===== src/rtl/conv_2d_pkg.sv =====
// Shared types and default geometry for the multi-channel convolution sequencer.
package conv_2d_pkg;

    localparam int unsigned DefConvoWidth  = 3;
    localparam int unsigned DefConvoHeight = 3;
    localparam int unsigned KernelSize     = DefConvoWidth * DefConvoHeight;

    typedef enum logic [2:0] {
        IDLE,
        ACK,
        LAUNCH,
        WAIT_DONE,
        NEXT,
        DONE_REQ,
        DONE_REL
    } seq_state_e;

    typedef struct packed {
        logic err_cfg;
        logic err_timeout;
        logic aborted;
    } seq_status_t;

endpackage


===== src/rtl/conv_2d_base_gen.sv =====
// Channel index and weight/output base accumulators; clear wins over step.
// Registered outputs update the cycle after clr_i/step_i; no backpressure.
module conv_2d_base_gen #(
    parameter int unsigned ChCntWidth   = 3,
    parameter int unsigned WgtAddrWidth = 6,
    parameter int unsigned OutAddrWidth = 12,
    parameter int unsigned WgtStride    = 9,
    parameter int unsigned OutStride    = 676
) (
    input  logic                    clk_i,
    input  logic                    reset_i,
    input  logic                    clr_i,
    input  logic                    step_i,
    output logic [ChCntWidth-1:0]   ch_o,
    output logic [WgtAddrWidth-1:0] wgt_base_o,
    output logic [OutAddrWidth-1:0] out_base_o
);

    logic [ChCntWidth-1:0]   ch_q,  ch_d;
    logic [WgtAddrWidth-1:0] wgt_q, wgt_d;
    logic [OutAddrWidth-1:0] out_q, out_d;

    // Strides are added rather than multiplied; the last channel's base fits by construction.
    always_comb begin
        ch_d  = ch_q;
        wgt_d = wgt_q;
        out_d = out_q;
        if (clr_i) begin
            ch_d  = '0;
            wgt_d = '0;
            out_d = '0;
        end else if (step_i) begin
            ch_d  = ch_q + ChCntWidth'(1);
            wgt_d = wgt_q + WgtAddrWidth'(WgtStride);
            out_d = out_q + OutAddrWidth'(OutStride);
        end
    end

    always_ff @(posedge clk_i) begin
        if (reset_i) begin
            ch_q  <= '0;
            wgt_q <= '0;
            out_q <= '0;
        end else begin
            ch_q  <= ch_d;
            wgt_q <= wgt_d;
            out_q <= out_d;
        end
    end

    assign ch_o       = ch_q;
    assign wgt_base_o = wgt_q;
    assign out_base_o = out_q;

endmodule


===== src/rtl/conv_2d_seq_ctrl.sv =====
// Four-phase host handshake that launches the convolution engine once per output channel.
// All outputs registered; engine launch 2 cycles after the previous done; engine has no backpressure beyond done/timeout.
module conv_2d_seq_ctrl
    import conv_2d_pkg::*;
#(
    parameter int unsigned NumChannels   = 4,
    parameter int unsigned ConvoWidth    = DefConvoWidth,
    parameter int unsigned ConvoHeight   = DefConvoHeight,
    parameter int unsigned DataSizeW     = 28,
    parameter int unsigned DataSizeH     = 28,
    parameter int unsigned OutMapSize    = (DataSizeW - ConvoWidth + 1) * (DataSizeH - ConvoHeight + 1),
    parameter int unsigned WgtAddrWidth  = $clog2(NumChannels * ConvoWidth * ConvoHeight),
    parameter int unsigned OutAddrWidth  = $clog2(NumChannels * OutMapSize),
    parameter int unsigned ChCntWidth    = $clog2(NumChannels + 1),
    parameter int unsigned TimeoutCycles = 4096
) (
    input  logic                    clk_i,
    input  logic                    reset_i,
    input  logic                    req_i,
    output logic                    ack_o,
    output logic                    req_o,
    input  logic                    ack_i,
    input  logic                    abort_i,
    input  logic [ChCntWidth-1:0]   num_ch_i,
    output logic                    eng_start_o,
    input  logic                    eng_done_i,
    output logic [ChCntWidth-1:0]   eng_ch_o,
    output logic [WgtAddrWidth-1:0] eng_wgt_base_o,
    output logic [OutAddrWidth-1:0] eng_out_base_o,
    output logic                    busy_o,
    output logic [ChCntWidth-1:0]   ch_done_cnt_o,
    output logic                    err_cfg_o,
    output logic                    err_timeout_o,
    output logic                    aborted_o
);

    localparam int unsigned WgtStride = ConvoWidth * ConvoHeight;
    localparam int unsigned TmoWidth  = (TimeoutCycles > 1) ? $clog2(TimeoutCycles) : 1;
    localparam logic [TmoWidth-1:0] TmoLast = TmoWidth'(TimeoutCycles - 1);

    seq_state_e             state_q, state_d;
    logic [ChCntWidth-1:0]  num_ch_q, num_ch_d;
    logic                   no_launch_q, no_launch_d;
    logic [ChCntWidth-1:0]  done_cnt_q, done_cnt_d;
    logic [TmoWidth-1:0]    tmo_q, tmo_d;
    seq_status_t            status_q, status_d;
    logic                   ack_q, ack_d;
    logic                   req_q, req_d;
    logic                   start_q, start_d;
    logic                   busy_q, busy_d;
    logic                   cfg_bad;
    logic                   last_ch;
    logic                   gen_clr;
    logic                   gen_step;

    conv_2d_base_gen #(
        .ChCntWidth   (ChCntWidth),
        .WgtAddrWidth (WgtAddrWidth),
        .OutAddrWidth (OutAddrWidth),
        .WgtStride    (WgtStride),
        .OutStride    (OutMapSize)
    ) u_base_gen (
        .clk_i      (clk_i),
        .reset_i    (reset_i),
        .clr_i      (gen_clr),
        .step_i     (gen_step),
        .ch_o       (eng_ch_o),
        .wgt_base_o (eng_wgt_base_o),
        .out_base_o (eng_out_base_o)
    );

    assign cfg_bad = (num_ch_i == '0) || (num_ch_i > ChCntWidth'(NumChannels));
    assign last_ch = ((eng_ch_o + ChCntWidth'(1)) == num_ch_q);

    always_comb begin
        state_d     = state_q;
        num_ch_d    = num_ch_q;
        no_launch_d = no_launch_q;
        done_cnt_d  = done_cnt_q;
        tmo_d       = tmo_q;
        status_d    = status_q;
        gen_clr     = 1'b0;
        gen_step    = 1'b0;

        unique case (state_q)
            IDLE: begin
                if (req_i) begin
                    num_ch_d    = num_ch_i;
                    no_launch_d = cfg_bad;
                    done_cnt_d  = '0;
                    status_d    = '{err_cfg: cfg_bad, err_timeout: 1'b0, aborted: 1'b0};
                    gen_clr     = 1'b1;
                    state_d     = ACK;
                end
            end
            ACK: begin
                if (!req_i) begin
                    state_d = no_launch_q ? DONE_REQ : LAUNCH;
                end
            end
            LAUNCH: begin
                tmo_d   = '0;
                state_d = WAIT_DONE;
            end
            WAIT_DONE: begin
                if (tmo_q != '1) begin
                    tmo_d = tmo_q + TmoWidth'(1);
                end
                // Done beats abort beats timeout; a coincident abort still ends the run.
                if (eng_done_i) begin
                    done_cnt_d = done_cnt_q + ChCntWidth'(1);
                    if (abort_i) begin
                        status_d.aborted = 1'b1;
                        state_d          = DONE_REQ;
                    end else begin
                        state_d = last_ch ? DONE_REQ : NEXT;
                    end
                end else if (abort_i) begin
                    status_d.aborted = 1'b1;
                    state_d          = DONE_REQ;
                end else if (tmo_q == TmoLast) begin
                    status_d.err_timeout = 1'b1;
                    state_d              = DONE_REQ;
                end
            end
            NEXT: begin
                gen_step = 1'b1;
                state_d  = LAUNCH;
            end
            DONE_REQ: begin
                if (ack_i) begin
                    state_d = DONE_REL;
                end
            end
            DONE_REL: begin
                if (!ack_i) begin
                    state_d = IDLE;
                end
            end
            default: state_d = IDLE;
        endcase

        ack_d   = (state_d == ACK);
        start_d = (state_d == LAUNCH);
        req_d   = (state_d == DONE_REQ);
        busy_d  = (state_d != IDLE);
    end

    always_ff @(posedge clk_i) begin
        if (reset_i) begin
            state_q     <= IDLE;
            num_ch_q    <= '0;
            no_launch_q <= 1'b0;
            done_cnt_q  <= '0;
            tmo_q       <= '0;
            status_q    <= '0;
            ack_q       <= 1'b0;
            req_q       <= 1'b0;
            start_q     <= 1'b0;
            busy_q      <= 1'b0;
        end else begin
            state_q     <= state_d;
            num_ch_q    <= num_ch_d;
            no_launch_q <= no_launch_d;
            done_cnt_q  <= done_cnt_d;
            tmo_q       <= tmo_d;
            status_q    <= status_d;
            ack_q       <= ack_d;
            req_q       <= req_d;
            start_q     <= start_d;
            busy_q      <= busy_d;
        end
    end

    assign ack_o         = ack_q;
    assign req_o         = req_q;
    assign eng_start_o   = start_q;
    assign busy_o        = busy_q;
    assign ch_done_cnt_o = done_cnt_q;
    assign err_cfg_o     = status_q.err_cfg;
    assign err_timeout_o = status_q.err_timeout;
    assign aborted_o     = status_q.aborted;

endmodule


===== config.mk =====
export PLATFORM = sky130hd
export DESIGN_NAME = conv_2d_seq_ctrl
export DESIGN_NICKNAME = d
export VERILOG_FILES = /design/src/rtl/conv_2d_pkg.sv /design/src/rtl/conv_2d_base_gen.sv /design/src/rtl/conv_2d_seq_ctrl.sv
export SDC_FILE = /design/constraint.sdc
export NUM_CORES = 1
export LEC_CHECK = 0
export CAP_MARGIN = 20
export CORE_AREA = 3 3 78 80
export DETAILED_ROUTE_END_ITERATION = 6
export DIE_AREA = 0 0 81 83
export PLACE_DENSITY = 0.72
export SYNTH_ARGS = -nofsm -noshare
export SYNTH_HDL_FRONTEND = slang
export SYNTH_SLANG_ARGS = --single-unit

===== constraint.sdc =====
create_clock -name clk_i -period 2.7 [get_ports clk_i]
set_input_delay 0.81 -clock clk_i [delete_from_list [all_inputs] [get_ports clk_i]]
set_output_delay 0.81 -clock clk_i [all_outputs]
set_load 0.05 [all_outputs]

==> results of run 1 <==
worst paths after layout:
kind                        endpoint                from
setup reg to reg               ack_o          state_q[0]
setup / recovery           err_cfg_o           err_cfg_o
hold reg to reg   u_base_gen.ch_o[1]  u_base_gen.ch_o[1]
hold / removal    u_base_gen.ch_o[1]  u_base_gen.ch_o[1]
layer usage:
| metal | global-route usage, % | part of all wire [%] | vias to the layer above | wire length, um |
|---|---|---|---|---|
| met4 | 4.608 | 1.3 | 0 | 59 |
| met1 | 19.32 | 49 | 890 | 2223 |
| li1 | - | - | 965 | - |
| met2 | 22.11 | 45 | 39 | 2046 |
| met3 | 4.121 | 5.0 | 5 | 226 |
| met5 | 0 | 0 | - | 0 |
power breakdown:
| part | switching, W | total, W | internal, W | leakage [nW] |
|---|---|---|---|---|
| clock network | 0.000227 | 0.000461 | 0.000234 | 0.0515 |
| logic | 0.000137 | 0.000234 | 0.0000976 | 0.566 |
| registers | 0.0000420 | 0.000756 | 0.000714 | 0.380 |
through the flow:
| stage | util, % | cells |
|---|---|---|
| floorplan | - | 262 |
| global placement | 50.02 | 362 |
| detailed placement | 50.02 | 362 |
| CTS | 51.85 | 370 |
| global route | 51.85 | 370 |
| finish | 51.85 | 370 |
flip-flops by register name (all words and copies together), names as in the netlist, 3 cells and up:
register	count
ch_done_cnt_o	3
num_ch_q	3
state_q	3
tmo_q	12
u_base_gen.ch_o	3
u_base_gen.out_base_o	10
u_base_gen.wgt_base_o	6
placed cells by master, fill, tap and decap left out, types with 2 or more instances in the layout:
cell type and count:
dfxtp_1 47, nor2_1 40, clkdlybuf4s50_1 37, nand2_1 22, xnor2_1 21, a21oi_1 15, xor2_1 8, a211oi_1 7
mux2i_1 7, o21ai_0 7, clkbuf_8 7, nand3_1 6, buf_4 6, inv_1 5, ha_1 5, a31o_2 4
and2_1 4, nor3_1 4, and3_1 4, and4_4 3, nand3b_1 3, nand2b_1 3, a21o_1 3, or3_1 3
nand4_1 2, nor4_1 2, a31oi_1 2, conb_1 2
cell type report:
type                            instances  area [um2]
Fill cell                             538        2635
Inverter                                5       18.77
Tap cell                               72       90.09
Sequential cell                        47       940.9
Timing Repair Buffer                   43       415.4
Clock buffer                            8       100.1
Multi-Input combinational cell        195        1272
cell families after synthesis:
kind of cell	Yosys count
simple gates	106
other cells	1
fa+ha+maj	5
xor+xnor	29
flops	47
compound gates	46
buf+inv	20
mux	7
==> metrics.md, run 1 <==
| Metric | Value |
|---|---|
| Hold Path Cell Cnt | `2` |
| GRT Overall Usage | `14.42%` |
| Worst reg2reg setup slack | `0.56 ns` |
| CP delay by family, top | `buffers and inverters` |
| First-pass GRT wire length | `7790 um` |
| PnR worst setup slack | `0.2687 ns` |
| Synth unique cells | `47` |
| Pin count of the biggest net entering global routing | `23` |
| Leading area contributor after synthesis | `dfxtp_1` |
| I/O Buffers | `37` |
| CP peak stage delay | `0.85 ns` |
| Nets | `311` |
| Yosys top cell area share | `40.52%` |
| Layout Skew | `0.005346 ns` |
| Vias per cell | `5.132` |
| Die Y | `83 um` |
| Status | `completed` |
| Crit share post-route | `90.05%` |
| Main combinational cell family by area after synthesis | `simple AND/OR/NAND/NOR gates` |
| Worst path cell trace | `clkdlybuf4s50_1` |
| Crit-path max FO | `5` |
| Worst vdd ir | `0.1952 mV` |
| Root Buffer | `clkbuf_8` |
| Post-synth EDFFs | `0` |
| Critical Path RT | `1.89 ns` |
| Max_slew headroom | `41.48%` |
| Adder-cell share of the synthesized area | `2.694%` |
| Setup TNS | `0 ns` |
| Gr ovfl total | `0` |
| Dpl hpwl | `3387 um` |
| DP Area | `2738 um2` |
| Slew @ Worst Pin | `0.8767 ns` |
| Post-Synth XOR/XNOR Area | `10.94%` |
| CTS tree | `yes` |
| Yosys warns | `0` |
| Die width | `81 um` |
| Deepest clock path buffer count | `2` |
| CORE AREA | `5473 um2` |
| Cts hold-fix bufs | `0` |
| DRC viols | `0` |
| Routed WL | `4557 um` |
| Post-synthesis mux area share | `3.017%` |
| Reg2reg path depth | `4` |
| Number of global-route vias before repair | `1686` |
| Top Ports | `40` |
| Syn-to-layout area delta | `22.20%` |
| Critical path buffers and inverters | `1` |
| Clk_lat worst skew | `0.30 ns` |
| WS Path Type | `reg -> out` |
| Slew Limit Fails | `0` |
| FFs w/ async S/R, synth | `0%` |
| DRT iter0 DRCs | `109` |
| Sequential share of the synthesized area | `40.52%` |
| Max-cap violations | `0` |
| DRT antenna net count | `0` |
| H-tree depth | `2` |
| Vias | `1899` |
| Lkg Pwr | `0.9980 nW` |
| Initial Utilization | `42.43%` |
| Critical path startpoint category | `register` |
| RSZ-0062 raised after global routing | `no` |
| Clk sinks | `47` |
| Pwr dens | `511.5 nW/um2` |
| Row count | `27` |
| Synth area leaders | `dfxtp_1 (41%), xnor2_1 (7.9%), nor2_1 (6.5%)` |
| Synth Area in Compound Gates | `13.69%` |
| # diodes | `0` |
| Top-count cell post-synth | `dfxtp_1` |
| Initial antenna violation count | `0` |
| Gate Count Post-Synth | `261` |
| Flops & latches, synth | `47` |
| WL/cell | `12.32 um` |
| CP Capture Type | `output pin` |
| Fmax | `411.3 MHz` |
| DIE AREA | `6723 um2` |
| Placer Congestion | `0.7595` |
| Min-Delay Path Class | `reg -> reg` |
| Post-route cell area | `2838 um2` |
| Total power | `0.001452 W` |
| Crit-path slowest cell | `clkdlybuf4s50_1` |
| Mapped Area | `2322 um2` |
| Clock slew at reported path FFs | `0.08 ns` |
| DRT Pass-1 Iters | `4` |
| Mapped Avg Cell Area | `8.897 um2` |
| Final hold vios | `0` |
| Stages on the worst setup path | `1` |
| Final setup fails | `0` |
| Top FF cell, synth | `dfxtp_1` |
| Simple-Gate Fraction of Synth Area | `24.14%` |
| Post-place setup slack | `0.1816 ns` |
| Layout cells sized above 1 | `8.725%` |
| Worst hold margin | `0.4849 ns` |
| Post-synth top cells | `dfxtp_1 (47), nor2_1 (40), nand2_1 (22)` |
| CTS resizes | `0` |
| Period minus WS final | `2.431 ns` |
| Crit path DAT | `1.62 ns` |
| CTS buffer count | `5` |
| Postcts setup bufs | `0` |
(Power assumes the default switching activity.)
==> run 2, diff against run 1 <==
==> constraint.sdc (replaced) <==
create_clock -name clk_i -period 3 [get_ports clk_i]
set_input_delay 0.9 -clock clk_i [delete_from_list [all_inputs] [get_ports clk_i]]
set_output_delay 0.9 -clock clk_i [all_outputs]
set_load 0.05 [all_outputs]
==> run 2 against run 1 <==
Total power is 8.0% lower. Routed wire length grew 0.39%. Critical path depth unchanged. Via count down 1.3%. Highest routed layer unchanged. Die area stayed put. Register-to-register slack better by 0.30 ns. Utilization decreased by 0.16 points. Non-clock buffer count is 2 lower. Setup slack better by 0.26 ns. Hold slack gained 0.012 ns. First-iteration DRC count increased by 50%. Critical path type unchanged. Flip-flop and latch count did not move.
==> metrics.md, run 2 (synthesis results as in run 1) <==
| Metric | Value |
|---|---|
| Status | `completed` |
| CORE AREA | `5473 um2 (unchanged)` |
| Setup TNS | `0 ns (unchanged)` |
| Dpl hpwl | `3412 um (+0.73%)` |
| Nets | `309 (-0.64%)` |
| Pwr dens | `471.9 nW/um2 (-7.8%)` |
| CTS tree | `yes` |
| WS Path Type | `reg -> out` |
| Max-cap violations | `0 (unchanged)` |
| Cts hold-fix bufs | `0 (unchanged)` |
| Crit path DAT | `1.57 ns (-0.05 ns)` |
| Clk sinks | `47 (unchanged)` |
| Die width | `81 um (unchanged)` |
| CP Capture Type | `output pin` |
| Total power | `0.001335 W (-8.0%)` |
| DRT iter0 DRCs | `164 (+50%)` |
| Slew @ Worst Pin | `0.9384 ns (+0.06177 ns)` |
| I/O Buffers | `37 (unchanged)` |
| Layout cells sized above 1 | `8.136% (-0.59 points)` |
| Layout Skew | `0.007889 ns (+0.002543 ns)` |
| Die Y | `83 um (unchanged)` |
| Min-Delay Path Class | `reg -> reg` |
| Syn-to-layout area delta | `21.82%` |
| Worst path cell trace | `clkdlybuf4s50_1` |
| CTS buffer count | `5 (unchanged)` |
| RSZ-0062 raised after global routing | `no` |
| Largest Register | `tmo_q` |
| WL/cell | `12.47 um (+1.2%)` |
| Most frequent cells in the layout | `dfxtp_1 (47), nor2_1 (40), clkdlybuf4s50_1 (37), nand2_1 (22), xnor2_1 (21)` |
| # diodes | `0 (unchanged)` |
| Worst hold margin | `0.4966 ns (+0.01173 ns)` |
| Critical path buffers and inverters | `1 (unchanged)` |
| Vias per cell | `5.106 (-0.51%)` |
| Final hold vios | `0 (unchanged)` |
| Crit-path slowest cell | `clkdlybuf4s50_1` |
| Most common cell after layout, fill and taps aside | `dfxtp_1` |
| Pin count of the biggest net entering global routing | `23 (unchanged)` |
| CP delay by family, top | `buffers and inverters` |
| Max_slew headroom | `37.16% (-4.3 points)` |
| Post-place setup slack | `0.4157 ns (+0.2340 ns)` |
| Crit-path max FO | `6 (+1)` |
| Top Ports | `40 (unchanged)` |
| PnR worst setup slack | `0.5256 ns (+0.2569 ns)` |
| Final setup fails | `0 (unchanged)` |
| CP peak stage delay | `0.84 ns (about the same)` |
| Postcts setup bufs | `0 (unchanged)` |
| Row count | `27 (unchanged)` |
| Max reg flops | `12 (unchanged)` |
| GRT Overall Usage | `15.04% (+0.63 points)` |
| Number of global-route vias before repair | `1677 (-0.53%)` |
| Fmax | `404.1 MHz` |
| DRT antenna net count | `0 (unchanged)` |
| Initial Utilization | `42.43% (unchanged)` |
| Initial antenna violation count | `0 (unchanged)` |
| Period minus WS final | `2.474 ns` |
| Slew Limit Fails | `0 (unchanged)` |
| DRC viols | `0 (unchanged)` |
| Root Buffer | `clkbuf_8` |
| Critical Path RT | `2.10 ns (+0.21 ns)` |
| CTS resizes | `0 (unchanged)` |
| Crit share post-route | `82.48%` |
| Clock slew at reported path FFs | `0.09 ns (about the same)` |
| DIE AREA | `6723 um2 (unchanged)` |
| Critical path startpoint category | `register` |
| DRT Pass-1 Iters | `4 (unchanged)` |
| Gr ovfl total | `0 (unchanged)` |
| Placer Congestion | `0.7610 (+0.20%)` |
| Clk_lat worst skew | `0.30 ns (about the same)` |
| Vias | `1874 (-1.3%)` |
| First-pass GRT wire length | `8100 um (+4.0%)` |
| Routed WL | `4575 um (+0.39%)` |
| Worst vdd ir | `0.1839 mV (-5.8%)` |
| Deepest clock path buffer count | `2 (unchanged)` |
| H-tree depth | `2 (unchanged)` |
| Lkg Pwr | `0.9867 nW (-1.1%)` |
## run 2: cell types whose count changed in the layout (fill, tap and decap cells not counted)
cell        delta
bufinv_16      +1
buf_4          -2
clkbuf_1       -1
clkbuf_8       -2
clkinvlp_4     +1
## run 2: metal layers
layer	global-route usage, %	vias to the layer above	wire [um]
met5	0	-	0
met3	3.579	7	230
met2	21.36	45	2022
met1	21.93	863	2248
met4	5.376	0	74
li1	-	959	-
## run 2: where the power goes
part	leakage, nW	switching, W	internal [W]
logic	0.556	0.000123	0.0000854
clock network	0.0502	0.000204	0.000243
registers	0.380	0.0000363	0.000643
total	0.987	0.000363	0.000972
## run 2: final cells by class
cell class | count | area (um2)
Clock buffer | 5 | 68.82
Timing Repair Buffer | 41 | 400.4
Sequential cell | 47 | 940.9
Fill cell | 542 | 2644
Multi-Input combinational cell | 195 | 1272
Clock inverter | 2 | 37.54
Inverter | 5 | 18.77
Tap cell | 72 | 90.09
## run 2: stage by stage
step           area, um2  instances  util (%)
3_5_place_dp        2723        360     49.75
5_1_grt             2829        367     51.69
3_3_place_gp        2723        360     49.75
2_1_floorplan       2326        262         -
4_1_cts             2829        367     51.69
6_report            2829        367     51.69
## run 2: worst paths after layout
| check | startpoint | end | slack (ns) | cells after the start |
|---|---|---|---|---|
| worst max-delay path | u_base_gen.out_base_o[6] | eng_out_base_o[6] | 0.53 | 1 |
| worst min-delay path | u_base_gen.ch_o[1] | u_base_gen.ch_o[1] | 0.50 | 2 |
| worst max register to register | state_q[2] | u_base_gen.out_base_o[11] | 0.86 | 5 |
| worst min register to register | u_base_gen.ch_o[1] | u_base_gen.ch_o[1] | 0.50 | 2 |
